$ cat config.mk
export PLATFORM = sky130hd
export DESIGN_NAME = spi_slave_shifter
export DESIGN_NICKNAME = d
export VERILOG_FILES = /design/src/rtl/spi_pkg.sv /design/src/rtl/spi_sync_edge.sv /design/src/rtl/spi_slave_shifter.sv
export SDC_FILE = /design/constraint.sdc
export NUM_CORES = 1
export LEC_CHECK = 0
export ABC_AREA = 1
export BUFFER_PORTS_ARGS = -buffer_cell sky130_fd_sc_hd__buf_2
export CORE_ASPECT_RATIO = 0.5
export CORE_MARGIN = 10
export CORE_UTILIZATION = 42
export CTS_CLUSTER_SIZE = 16
export DETAILED_ROUTE_END_ITERATION = 8
export PLACE_DENSITY = 0.7
export SYNTH_ARGS = -nofsm -noshare
export SYNTH_HDL_FRONTEND = slang
export SYNTH_SLANG_ARGS = --single-unit
$ cat constraint.sdc
create_clock -name clk -period 2.4 [get_ports clk]
set_input_delay 0.48 -clock clk [delete_from_list [all_inputs] [get_ports clk]]
set_output_delay 0.48 -clock clk [all_outputs]
set_load 0.1 [all_outputs]
$ cat src/rtl/spi_pkg.sv
// Shared SPI definitions: slave FSM states and
// CPOL/CPHA edge-selection helpers.
package spi_pkg;

  typedef enum logic [1:0] {
    WAIT_IDLE,
    IDLE,
    ACTIVE
  } spi_slv_state_e;

  function automatic logic lead_edge(
    input logic cpol,
    input logic rise,
    input logic fall
  );
    return cpol ? fall : rise;
  endfunction

  function automatic logic trail_edge(
    input logic cpol,
    input logic rise,
    input logic fall
  );
    return cpol ? rise : fall;
  endfunction

  function automatic logic sample_edge(
    input logic cpha,
    input logic lead,
    input logic trail
  );
    return cpha ? trail : lead;
  endfunction

  function automatic logic shift_edge(
    input logic cpha,
    input logic lead,
    input logic trail
  );
    return cpha ? lead : trail;
  endfunction

endpackage

$ cat src/rtl/spi_sync_edge.sv
// Multi-flop synchroniser for an async pin plus
// rise/fall detection on the synchronised value.
module spi_sync_edge #(
  parameter int STAGES = 2
) (
  input  logic clk,
  input  logic rst,
  input  logic d,
  output logic s,
  output logic rise,
  output logic fall
);

  logic [STAGES-1:0] sync_q;
  logic [STAGES-1:0] sync_d;
  logic              dly_q;
  logic              dly_d;

  always_comb begin
    sync_d = {sync_q[STAGES-2:0], d};
    dly_d  = sync_q[STAGES-1];
  end

  always_ff @(posedge clk) begin
    if (rst) begin
      sync_q <= '0;
      dly_q  <= 1'b0;
    end else begin
      sync_q <= sync_d;
      dly_q  <= dly_d;
    end
  end

  assign s    = sync_q[STAGES-1];
  assign rise = ~dly_q & s;
  assign fall = dly_q & ~s;

endmodule

$ cat src/rtl/spi_slave_shifter.sv
// SPI target: synchronises the pins into clk, deserialises
// mosi into words and serialises a buffered tx word onto miso.
module spi_slave_shifter
  import spi_pkg::*;
#(
  parameter int DATA_W      = 8,
  parameter bit CPOL        = 1'b0,
  parameter bit CPHA        = 1'b0,
  parameter int SYNC_STAGES = 2
) (
  input  logic              clk,
  input  logic              rst,
  input  logic              spi_sclk,
  input  logic              spi_cs_n,
  input  logic              spi_mosi,
  output logic              spi_miso,
  output logic              spi_miso_oe,
  input  logic [DATA_W-1:0] tx_data,
  input  logic              tx_valid,
  output logic              tx_ready,
  output logic [DATA_W-1:0] rx_data,
  output logic              rx_valid,
  output logic              tx_underrun,
  output logic              frame_start,
  output logic              frame_end,
  output logic              busy
);

  localparam int CNT_W = $clog2(DATA_W);
  localparam logic [CNT_W-1:0] LAST = CNT_W'(DATA_W - 1);

  logic sclk_rise;
  logic sclk_fall;
  logic unused_sclk_s;
  logic cs_s;
  logic cs_rise;
  logic cs_fall;
  logic mosi_s;
  logic unused_mosi_rise;
  logic unused_mosi_fall;

  spi_sync_edge #(.STAGES(SYNC_STAGES)) u_sclk (
    .clk  (clk),
    .rst  (rst),
    .d    (spi_sclk),
    .s    (unused_sclk_s),
    .rise (sclk_rise),
    .fall (sclk_fall)
  );

  spi_sync_edge #(.STAGES(SYNC_STAGES)) u_cs (
    .clk  (clk),
    .rst  (rst),
    .d    (spi_cs_n),
    .s    (cs_s),
    .rise (cs_rise),
    .fall (cs_fall)
  );

  spi_sync_edge #(.STAGES(SYNC_STAGES)) u_mosi (
    .clk  (clk),
    .rst  (rst),
    .d    (spi_mosi),
    .s    (mosi_s),
    .rise (unused_mosi_rise),
    .fall (unused_mosi_fall)
  );

  logic lead;
  logic trail;
  logic sample_e;
  logic shift_e;

  assign lead     = lead_edge(CPOL, sclk_rise, sclk_fall);
  assign trail    = trail_edge(CPOL, sclk_rise, sclk_fall);
  assign sample_e = sample_edge(CPHA, lead, trail);
  assign shift_e  = shift_edge(CPHA, lead, trail);

  spi_slv_state_e    state_q, state_d;
  logic [CNT_W-1:0]  bit_cnt_q, bit_cnt_d;
  logic [DATA_W-1:0] rx_sh_q, rx_sh_d;
  logic [DATA_W-1:0] tx_sh_q, tx_sh_d;
  logic [DATA_W-1:0] rx_data_q, rx_data_d;
  logic [DATA_W-1:0] buf_q, buf_d;
  logic              buf_full_q, buf_full_d;
  logic              rx_valid_q, rx_valid_d;
  logic              unr_q, unr_d;
  logic              fs_q, fs_d;
  logic              fe_q, fe_d;
  logic              word_done_q, word_done_d;
  logic              pend_q, pend_d;
  logic              miso_q, miso_d;
  logic              load;
  logic              accept;
  logic [DATA_W-1:0] load_word;

  assign load_word = buf_full_q ? buf_q : '0;

  always_comb begin
    state_d     = state_q;
    bit_cnt_d   = bit_cnt_q;
    rx_sh_d     = rx_sh_q;
    tx_sh_d     = tx_sh_q;
    rx_data_d   = rx_data_q;
    rx_valid_d  = 1'b0;
    unr_d       = 1'b0;
    fs_d        = 1'b0;
    fe_d        = 1'b0;
    word_done_d = word_done_q;
    pend_d      = pend_q;
    miso_d      = miso_q;
    load        = 1'b0;
    unique case (state_q)
      WAIT_IDLE: begin
        if (cs_s) state_d = IDLE;
      end
      IDLE: begin
        if (cs_fall) begin
          state_d     = ACTIVE;
          fs_d        = 1'b1;
          bit_cnt_d   = '0;
          word_done_d = 1'b0;
          load        = 1'b1;
          tx_sh_d     = load_word;
          unr_d       = ~buf_full_q;
          // CPHA=1 holds the MSB back until the first shift edge
          pend_d      = CPHA;
          miso_d      = CPHA ? 1'b0 : load_word[DATA_W-1];
        end
      end
      ACTIVE: begin
        if (cs_rise) begin
          state_d     = IDLE;
          fe_d        = 1'b1;
          bit_cnt_d   = '0;
          word_done_d = 1'b0;
          pend_d      = 1'b0;
          miso_d      = 1'b0;
        end else begin
          if (sample_e) begin
            rx_sh_d = {rx_sh_q[DATA_W-2:0], mosi_s};
            if (bit_cnt_q == LAST) begin
              rx_data_d   = rx_sh_d;
              rx_valid_d  = 1'b1;
              bit_cnt_d   = '0;
              word_done_d = 1'b1;
            end else begin
              bit_cnt_d = bit_cnt_q + 1'b1;
            end
          end
          if (shift_e) begin
            if (!CPHA && word_done_q) begin
              load        = 1'b1;
              tx_sh_d     = load_word;
              unr_d       = ~buf_full_q;
              miso_d      = load_word[DATA_W-1];
              word_done_d = 1'b0;
            end else if (CPHA && bit_cnt_q == '0 && pend_q) begin
              miso_d = tx_sh_q[DATA_W-1];
              pend_d = 1'b0;
            end else if (CPHA && bit_cnt_q == '0) begin
              load    = 1'b1;
              tx_sh_d = load_word;
              unr_d   = ~buf_full_q;
              miso_d  = load_word[DATA_W-1];
            end else begin
              tx_sh_d = {tx_sh_q[DATA_W-2:0], 1'b0};
              miso_d  = tx_sh_q[DATA_W-2];
            end
          end
        end
      end
      default: state_d = WAIT_IDLE;
    endcase
  end

  // Accept only into an empty slot; a load drains whatever is held
  always_comb begin
    accept     = tx_valid & ~buf_full_q;
    buf_d      = accept ? tx_data : buf_q;
    buf_full_d = accept | (buf_full_q & ~load);
  end

  always_ff @(posedge clk) begin
    if (rst) begin
      state_q     <= WAIT_IDLE;
      bit_cnt_q   <= '0;
      rx_sh_q     <= '0;
      tx_sh_q     <= '0;
      rx_data_q   <= '0;
      buf_q       <= '0;
      buf_full_q  <= 1'b0;
      rx_valid_q  <= 1'b0;
      unr_q       <= 1'b0;
      fs_q        <= 1'b0;
      fe_q        <= 1'b0;
      word_done_q <= 1'b0;
      pend_q      <= 1'b0;
      miso_q      <= 1'b0;
    end else begin
      state_q     <= state_d;
      bit_cnt_q   <= bit_cnt_d;
      rx_sh_q     <= rx_sh_d;
      tx_sh_q     <= tx_sh_d;
      rx_data_q   <= rx_data_d;
      buf_q       <= buf_d;
      buf_full_q  <= buf_full_d;
      rx_valid_q  <= rx_valid_d;
      unr_q       <= unr_d;
      fs_q        <= fs_d;
      fe_q        <= fe_d;
      word_done_q <= word_done_d;
      pend_q      <= pend_d;
      miso_q      <= miso_d;
    end
  end

  assign busy        = (state_q == ACTIVE);
  assign spi_miso_oe = busy;
  assign spi_miso    = busy & miso_q;
  assign tx_ready    = ~buf_full_q;
  assign rx_data     = rx_data_q;
  assign rx_valid    = rx_valid_q;
  assign tx_underrun = unr_q;
  assign frame_start = fs_q;
  assign frame_end   = fe_q;

endmodule

Word level (Yosys, flattened, before mapping)

Index checks and enable logic that the tools add are counted.

Input port bits: 14
Word-level logic and storage cells: 98
Output and inout port bits: 16
Register bits: 50

Reduce and logical (&&, ||, !) cells: 12
Bitwise operators: 18
$add $sub $neg: 1
Equality and inequality tests: 10
Mux-type cells: 39

Operators with widths:

| kind                | number |
|---|---|
| $mux 7              | 4 |
| $mux 1              | 20 |
| $pmux 7 s2          | 1 |
| $mux 3              | 4 |
| $reduce_and 3->1    | 4 |
| $not 1->1           | 10 |
| $mux 8              | 1 |
| $pmux 1 s2          | 4 |
| $reduce_and 4->1    | 2 |
| $and 1x1->1         | 7 |
| $mux 2              | 3 |
| $ne 2x1->1 const B  | 3 |
| $ne 3x1->1 const B  | 2 |
| $pmux 2 s3          | 1 |
| $pmux 3 s2          | 1 |
| $ne 2x2->1 const B  | 2 |
| $reduce_or 2->1     | 2 |
| $reduce_or 4->1     | 1 |
| $add 3x1->3 const B | 1 |
| $eq 3x3->1 const B  | 1 |
| $eq 2x1->1 const B  | 1 |
| $eq 2x2->1 const B  | 1 |
| $logic_not 2->1     | 1 |
| $reduce_and 2->1    | 1 |
| 2 further kinds     | 2 |

Longest topological paths before layout

Gate-level depths: netlist (run 1).

Depth after elaboration: 8
Mapped depth: 10
Depth with buffers taken out: 8

Cells and area by module

Synthesis (run 1) repeated with hierarchy kept, for this count alone.

Cell total of the unflattened synthesis: 278
Area, all modules: 2112.0 um^2

By module, submodules not included:

| module            | sequential area each (um^2) | area each (um^2) | times used | cells an instance |
|---|---|---|---|---|
| spi_slave_shifter | 840.8                       | 1830.5           | 1          | 242 |
| spi_sync_edge     | 60.1                        | 93.8             | 3          | 12 |

Worst setup path after synthesis (run 1)

No wires, ideal clock.

Path type: register to output
From: register state_q[0]
To: output port spi_miso
Arrival time: 2091 ps
Path buffers: 1
Cell stages (with the launch flop): 6
Data required time: 1920 ps
Path slack: -171 ps
Cell sequence: dfxtp_1 inv_1 ha_1 buf_6 nand2_1 inv_1

Cells in the longest elaborated chain, start to end: 2

RTL lines:

| what                   | line                     | source |
|---|---|---|
| start, declared        | spi_slave_shifter.sv:79  | `spi_slv_state_e state_q, state_d;` |
| start signal, assigned | spi_slave_shifter.sv:201 | `state_q <= state_d;` |
| $eq 2x2->1             | spi_slave_shifter.sv:218 | `assign busy = (state_q == ACTIVE);` |
| via busy               | spi_slave_shifter.sv:26  | `output logic busy` |
| $and 1x1->1            | spi_slave_shifter.sv:220 | `assign spi_miso = busy & miso_q;` |
| end, declared          | spi_slave_shifter.sv:16  | `output logic spi_miso,` |

The timed path passes the listed nets, and every way through them passes these cells.

Final worst setup path (run 1)

From: register state_q[0]
To: output port spi_miso

Cells in the longest elaborated chain, start to end: 2

RTL lines:

| what        | line |
|---|---|
| $eq 2x2->1  | spi_slave_shifter.sv:218 |
| $and 1x1->1 | spi_slave_shifter.sv:220 |

No other way between the ends.

==> results.py, run 1 <==
metrics = {
    "clock_network": {
        "cts_root_buf": "clkbuf_8",
        "cts_made_buffers": 5,
        "clk_pin_slew_ns": 0.09,
        "clk_latency_ns": 0.31,
        "cts_sinks": 50,
        "clk_path_buf_depth": 2,
        "cts_tree": "built",
        "ctsResizeCount": 0,
        "cts_setup_buffers": 0,
        "cts_hold_buffers": 0,
        "htreeDepth": 2,
    },
    "pwr": {
        "leakage_nw": 1.05,
        "power_density_mw_per_mm2": 1050,
        "finalPower_w": 0.00247,
        "peakVddDrop_uv": 340,
    },
    "synth": {
        "synth_warnings": 0,
        "synth_area_per_cell_um2": 7.43,
        "ys_seq_area_share_pct": 48.8,
        "netlist_instances": 276,
        "synth.distinct_cells": 24,
        "syn_area_mm2": 0.00205,
        "ys_ff_latch": 50,
        "syn_nets": 295,
    },
    "grt": {
        "grt_usage_pct": 10.7,
        "antenna_found_initial": 0,
        "grt_overflow_total": 0,
        "grt_pass1_wl_mm": 7.49,
        "grt_pass1_vias": 1669,
        "grt_max_degree": 30,
    },
    "critical_path": {
        "max_stage_delay_ns": 0.41,
        "worst-setup-path-type": "reg2out",
        "endpoint_kind": "output port",
        "r2r_cells": 8,
        "crit_top_cell": "inv_1",
        "worstPathRequired_ns": 1.92,
        "rr_endpoint": "rx_data[1]$_SDFFE_PP0P_",
        "crit_arrival_ns": 1.64,
        "r2r-start": "state_q[0]$_SDFFE_PP0P_",
        "cp_cell_sequence": "inv_1 -> ha_2 -> nand2_1 -> inv_1 -> buf_2",
        "slowest_stage": "buf_2",
        "crit_buf_inv": 3,
        "path_max_fanout": 11,
        "worst-r2r-setup-slack_ns": 0.77,
        "startpoint_type": "flip-flop",
        "cp_top_family": "buffers and inverters",
    },
    "die": {
        "dieHeight_um": 69.4,
        "start_util_pct": 45.1,
        "io_pins": 30,
        "core_mm2": 0.00455,
        "die_area_mm2": 0.00825,
        "chipWidth_um": 119,
        "fp-row-count": 17,
    },
    "detailed_routing": {
        "ant_nets": 0,
        "wl_per_cell_um": 11.7,
        "routed_wl_mm": 4.32,
        "dr.pass1.iters": 7,
        "first_iter_violations": 77,
        "drc": 0,
        "post_drt_via_cell_ratio": 4.68,
        "via_count": 1732,
    },
    "timing": {
        "rsz0062_at_grt": "false",
        "period_share_pct": 88.5,
        "slew_viol_final": 0,
        "hold_ws_ns": 0.365,
        "max-slew-margin-rel_pct": 61.5,
        "max_freq_mhz": 471,
        "setup_tns_ns": 0,
        "worstMarginPinSlew_ns": 0.577,
        "finalCriticalPeriod_ns": 2.12,
        "setup-violations-final": 0,
        "final_hold_viol_count": 0,
        "skew_ns": 0.00584,
    },
    "final_layout": {
        "area_growth_syn_to_layout_pct": 14.5,
        "fillers": 452,
        "final_cell_mix": "nand2_1, nor2_1, dfxtp_1",
        "seq_area_mm2": 0.00100,
        "multi_input_area_um2": 890,
        "drive_above_1_share_pct": 18.1,
        "layout_commonest_cell": "nand2_1",
        "diodes": 0,
        "nNetsFinal": 322,
    },
    "hold_path": {
        "hold_path_depth": 3,
        "min_to": "u_mosi.sync_q[0]$_SDFF_PP0_",
        "hold_class": "in2reg",
        "hold_path_startpoint": "spi_mosi",
    },
    "flow_run": {
        "drv_cap": 0,
    },
    "place": {
        "gp_congestion": 0.843,
        "io_buffers": 29,
        "dpl.hpwl_mm": 3.08,
    },
    "outcome": {
        "status": "finished clean",
    },
}
[area by class of cell]
| type | count | area share (%) |
|---|---|---|
| multi-input cells | 190 | 37.9 |
| clock buffers | 6 | 3.51 |
| well taps | 66 | 3.51 |
| flip-flops and latches | 50 | 42.6 |
| clock inverters | 2 | 1.65 |
| inverters | 26 | 4.37 |
| repair buffers | 30 | 6.50 |
[power breakdown]
part | internal, W | total, W | switching (W) | leakage [nW]
Sequential | 0.000937 | 0.000995 | 0.0000586 | 0.408
Combinational | 0.000240 | 0.000843 | 0.000603 | 0.577
Clock | 0.000343 | 0.000627 | 0.000284 | 0.0618
Total | 0.00152 | 0.00247 | 0.000946 | 1.05
[cell families (layout without fill, tap and decap cells)]
family	after synthesis	after routing	synth area share (%)
adder cells (fa/ha/maj)	5	5	3.05
AND/OR/NAND/NOR	141	141	28.7
buffers and inverters	36	64	7.99
flip-flops	50	50	48.8
AO/OA/AOI/OAI	44	44	11.5
[flip-flops by register name, summed over array words and instances (netlist names)]
signal	cells
frame_end	1
u_cs.dly_q	1
state_q	2
tx_sh_q	7
bit_cnt_q	3
buf_full_q	1
frame_start	1
word_done_q	1
rx_sh_q	7
u_cs.sync_q	2
buf_q	8
rx_data	8
u_sclk.dly_q	1
rx_valid	1
u_sclk.sync_q	2
miso_q	1
u_mosi.sync_q	2
tx_underrun	1
[worst min-delay path, stage by stage]
cell and delay (ns):
buf_2 0.07, inv_1 0.03, nor2_1 0.06
[stage by stage]
step,cells,setup WS [ns],utilization (%),area [um^2]
2_1_floorplan,276,0.149,-,2050
3_3_place_gp,362,0.696,49.0,2230
3_5_place_dp,362,0.632,49.0,2230
4_1_cts,370,0.279,51.6,2350
5_1_grt,370,0.204,51.6,2350
6_report,370,0.276,51.6,2350
[synthesized netlist by cell type, drive strengths merged]
library cell	count	share of area, %
nand2	68	13
nor2	59	12
dfxtp	50	49
inv	25	4.6
o21ai	22	5.7
a21oi	19	4.6
nand3	11	2.7
buf	9	2.8
ha	5	3.0
nor3	3	0.73
a211oi	1	0.37
a21boi	1	0.37
clkbuf	1	0.18
clkinv	1	0.43
o211ai	1	0.37
[worst max path at each step]
stage,depth (start not counted),from,to
5_1_grt,5,state_q[0]$_SDFFE_PP0P_,spi_miso
6_report,5,state_q[0]$_SDFFE_PP0P_,spi_miso
4_1_cts,5,state_q[0]$_SDFFE_PP0P_,spi_miso
2_1_floorplan,5,state_q[0]$_SDFFE_PP0P_,spi_miso
3_3_place_gp,5,state_q[0]$_SDFFE_PP0P_,spi_miso
3_5_place_dp,5,state_q[0]$_SDFFE_PP0P_,spi_miso
[layer usage]
metal	wire length [um]	GRT usage (%)
met5	0	0
met4	98	5.33
met3	160	2.75
met2	2070	18.0
met1	1990	12.4
Power figures use the tool's default switching activity.
==> run 2, diff against run 1 <==
--- a/config.mk
+++ b/config.mk
@@ -7,11 +7,11 @@
 export LEC_CHECK = 0
 export ABC_AREA = 1
 export BUFFER_PORTS_ARGS = -buffer_cell sky130_fd_sc_hd__buf_2
-export CORE_ASPECT_RATIO = 0.5
 export CORE_MARGIN = 10
 export CORE_UTILIZATION = 42
 export CTS_CLUSTER_SIZE = 16
 export DETAILED_ROUTE_END_ITERATION = 8
+export GPL_ROUTABILITY_DRIVEN = 0
 export PLACE_DENSITY = 0.7
 export SYNTH_ARGS = -nofsm -noshare
 export SYNTH_HDL_FRONTEND = slang
==> run 2 against run 1 <==
Net effect:
- worst hold slack improved by 0.010 ns
- clock skew increased by 0.0042 ns
- sequential share of layout area increased by 0.48 points
- power shrank 6.6%
- clock power down 21%
- setup slack improved by 0.036 ns
- routed wire length down 8.1%
- sequential power decreased by 0.7%
- global-route usage decreased by 0.42 points
- maximum frequency is 1.7% higher
- combinational power down 3.0%
- design area is 1.1% lower
- largest power group unchanged
==> results.py, run 2 (synthesized netlist as in run 1, its figures left out) <==
metrics = {
    "grt": {
        "grt_usage_pct": 10.3,
        "antenna_found_initial": 0,
        "grt_pass1_vias": 1609,
        "grt_pass1_wl_mm": 7.17,
        "grt_max_degree": 30,
        "grt_overflow_total": 0,
    },
    "clock_network": {
        "cts_hold_buffers": 0,
        "cts_sinks": 50,
        "cts_setup_buffers": 0,
        "ctsResizeCount": 0,
        "cts_tree": "built",
        "clk_path_buf_depth": 2,
        "htreeDepth": 2,
        "clk_latency_ns": 0.30,
        "cts_root_buf": "clkbuf_8",
        "cts_made_buffers": 5,
        "clk_pin_slew_ns": 0.09,
    },
    "critical_path": {
        "crit_arrival_ns": 1.61,
        "worstPathRequired_ns": 1.92,
        "path_max_fanout": 11,
        "max_stage_delay_ns": 0.41,
        "worst-setup-path-type": "reg2out",
        "startpoint_type": "flip-flop",
        "r2r-start": "state_q[0]$_SDFFE_PP0P_",
        "cp_cell_sequence": "inv_1 -> ha_2 -> nand2_1 -> inv_1 -> buf_2",
        "endpoint_kind": "output port",
        "worstSetupStartpoint": "state_q[0]$_SDFFE_PP0P_",
        "r2r_cells": 7,
        "crit_top_cell": "inv_1",
        "slowest_stage": "buf_2",
    },
    "pwr": {
        "leakage_nw": 1.03,
        "internal-power_w": 0.00139,
        "power_switching_w": 0.000917,
        "seq_power_share_pct": 42.9,
        "peakVddDrop_uv": 368,
        "pwr-share-comb_pct": 35.5,
        "p_sw_share_pct": 39.8,
        "power_density_mw_per_mm2": 991,
        "p_clk_share_pct": 21.6,
    },
    "final_layout": {
        "diodes": 0,
        "final_area_mm2": 0.00232,
        "area_growth_syn_to_layout_pct": 13.2,
        "drive_above_1_share_pct": 18.1,
        "layout_commonest_cell": "nand2_1",
        "fillers": 479,
        "final_cell_mix": "nand2_1, nor2_1, dfxtp_1",
        "final_cells": 371,
        "nNetsFinal": 322,
    },
    "detailed_routing": {
        "drc": 0,
        "first_iter_violations": 83,
        "post_drt_via_cell_ratio": 4.59,
        "via_count": 1704,
        "dr.pass1.iters": 4,
        "wl_per_cell_um": 10.7,
        "ant_nets": 0,
        "routed_wl_mm": 3.97,
    },
    "timing": {
        "setup_tns_ns": 0,
        "slew_viol_final": 0,
        "worstMarginPinSlew_ns": 0.579,
        "final_hold_viol_count": 0,
        "setup-violations-final": 0,
        "setup_ws_ns": 0.313,
        "period_share_pct": 87.0,
        "skew_ns": 0.0100,
        "max-slew-margin-rel_pct": 61.4,
        "rsz0062_at_grt": "false",
        "hold_ws_ns": 0.376,
        "finalCriticalPeriod_ns": 2.09,
        "max_freq_mhz": 479,
    },
    "place": {
        "dpl_cell_area_mm2": 0.00223,
        "dp.cells": 363,
        "pre_cts_slack_ns": 0.636,
        "dpl.hpwl_mm": 2.83,
        "io_buffers": 29,
    },
    "die": {
        "core_mm2": 0.00472,
        "fp-row-count": 25,
        "start_util_pct": 43.4,
        "io_pins": 30,
        "chipWidth_um": 89.9,
        "die_area_mm2": 0.00808,
        "dieHeight_um": 89.9,
    },
    "hold_path": {
        "hold_path_startpoint": "spi_cs_n",
        "hold_path_depth": 3,
        "hold_class": "in2reg",
    },
    "outcome": {
        "status": "finished clean",
    },
    "flow_run": {
        "drv_cap": 0,
    },
}
## run 2: cell count changes in the layout (fill, tap and decap cells not counted), sizes merged
cell,previous run,this run
bufinv,1,0
clkbuf,6,5
clkinv,1,2
clkinvlp,0,1
## run 2: final cells by class
cell class,count,area (um^2),share of cell area [%]
timing repair buffer,30,153,6.57
sequential,50,1000,43.1
multi-input combinational,190,890,38.3
tap,67,83.8,3.61
clock inverter,3,25.0,1.08
inverter,26,103,4.42
clock buffer,5,68.8,2.96
## run 2: per-layer routing
metal / vias up / share of wire (%) / GRT usage (%)
met3: 5 / 4.7 / 3.24
met1: 755 / 46 / 11.8
li1: 915 / - / -
met5: - / 0 / 0
met2: 29 / 48 / 17.6
met4: 0 / 1.1 / 3.71
## run 2: metrics by stage
step | utilization [%] | power [W]
floorplan | - | 0.00174
global placement | 47.2 | 0.00182
detailed placement | 47.2 | 0.00183
CTS | 49.2 | 0.00233
global route | 49.2 | 0.00249
finish | 49.2 | 0.00230
## run 2: final timing paths
kind                                                     to  slack [ns]
worst max register to register      tx_sh_q[3]$_SDFFE_PP0P_        0.81
worst min register to register  u_sclk.sync_q[1]$_SDFF_PP0_        0.40
worst min-delay path              u_cs.sync_q[0]$_SDFF_PP0_        0.38
worst max-delay path                               spi_miso        0.31
## run 2: power groups by stage
| stage | sequential [W] | clock [W] | combinational [W] |
|---|---|---|---|
| final | 0.000988 | 0.000497 | 0.000818 |
| after floorplan | 0.000999 | 0 | 0.000744 |
| after global routing | 0.00100 | 0.000549 | 0.000940 |
| after CTS | 0.000990 | 0.000516 | 0.000826 |
| after detailed placement | 0.00101 | 0 | 0.000821 |
| after global placement | 0.00101 | 0 | 0.000811 |
## run 2: critical path: cells and delay by family, from the launching register on
family | cells | cell delay [ns]
adder cells (fa/ha/maj) | 1 | 0.34
buffers and inverters | 3 | 0.56
flip-flops | 1 | 0.32
AND/OR/NAND/NOR | 1 | 0.08
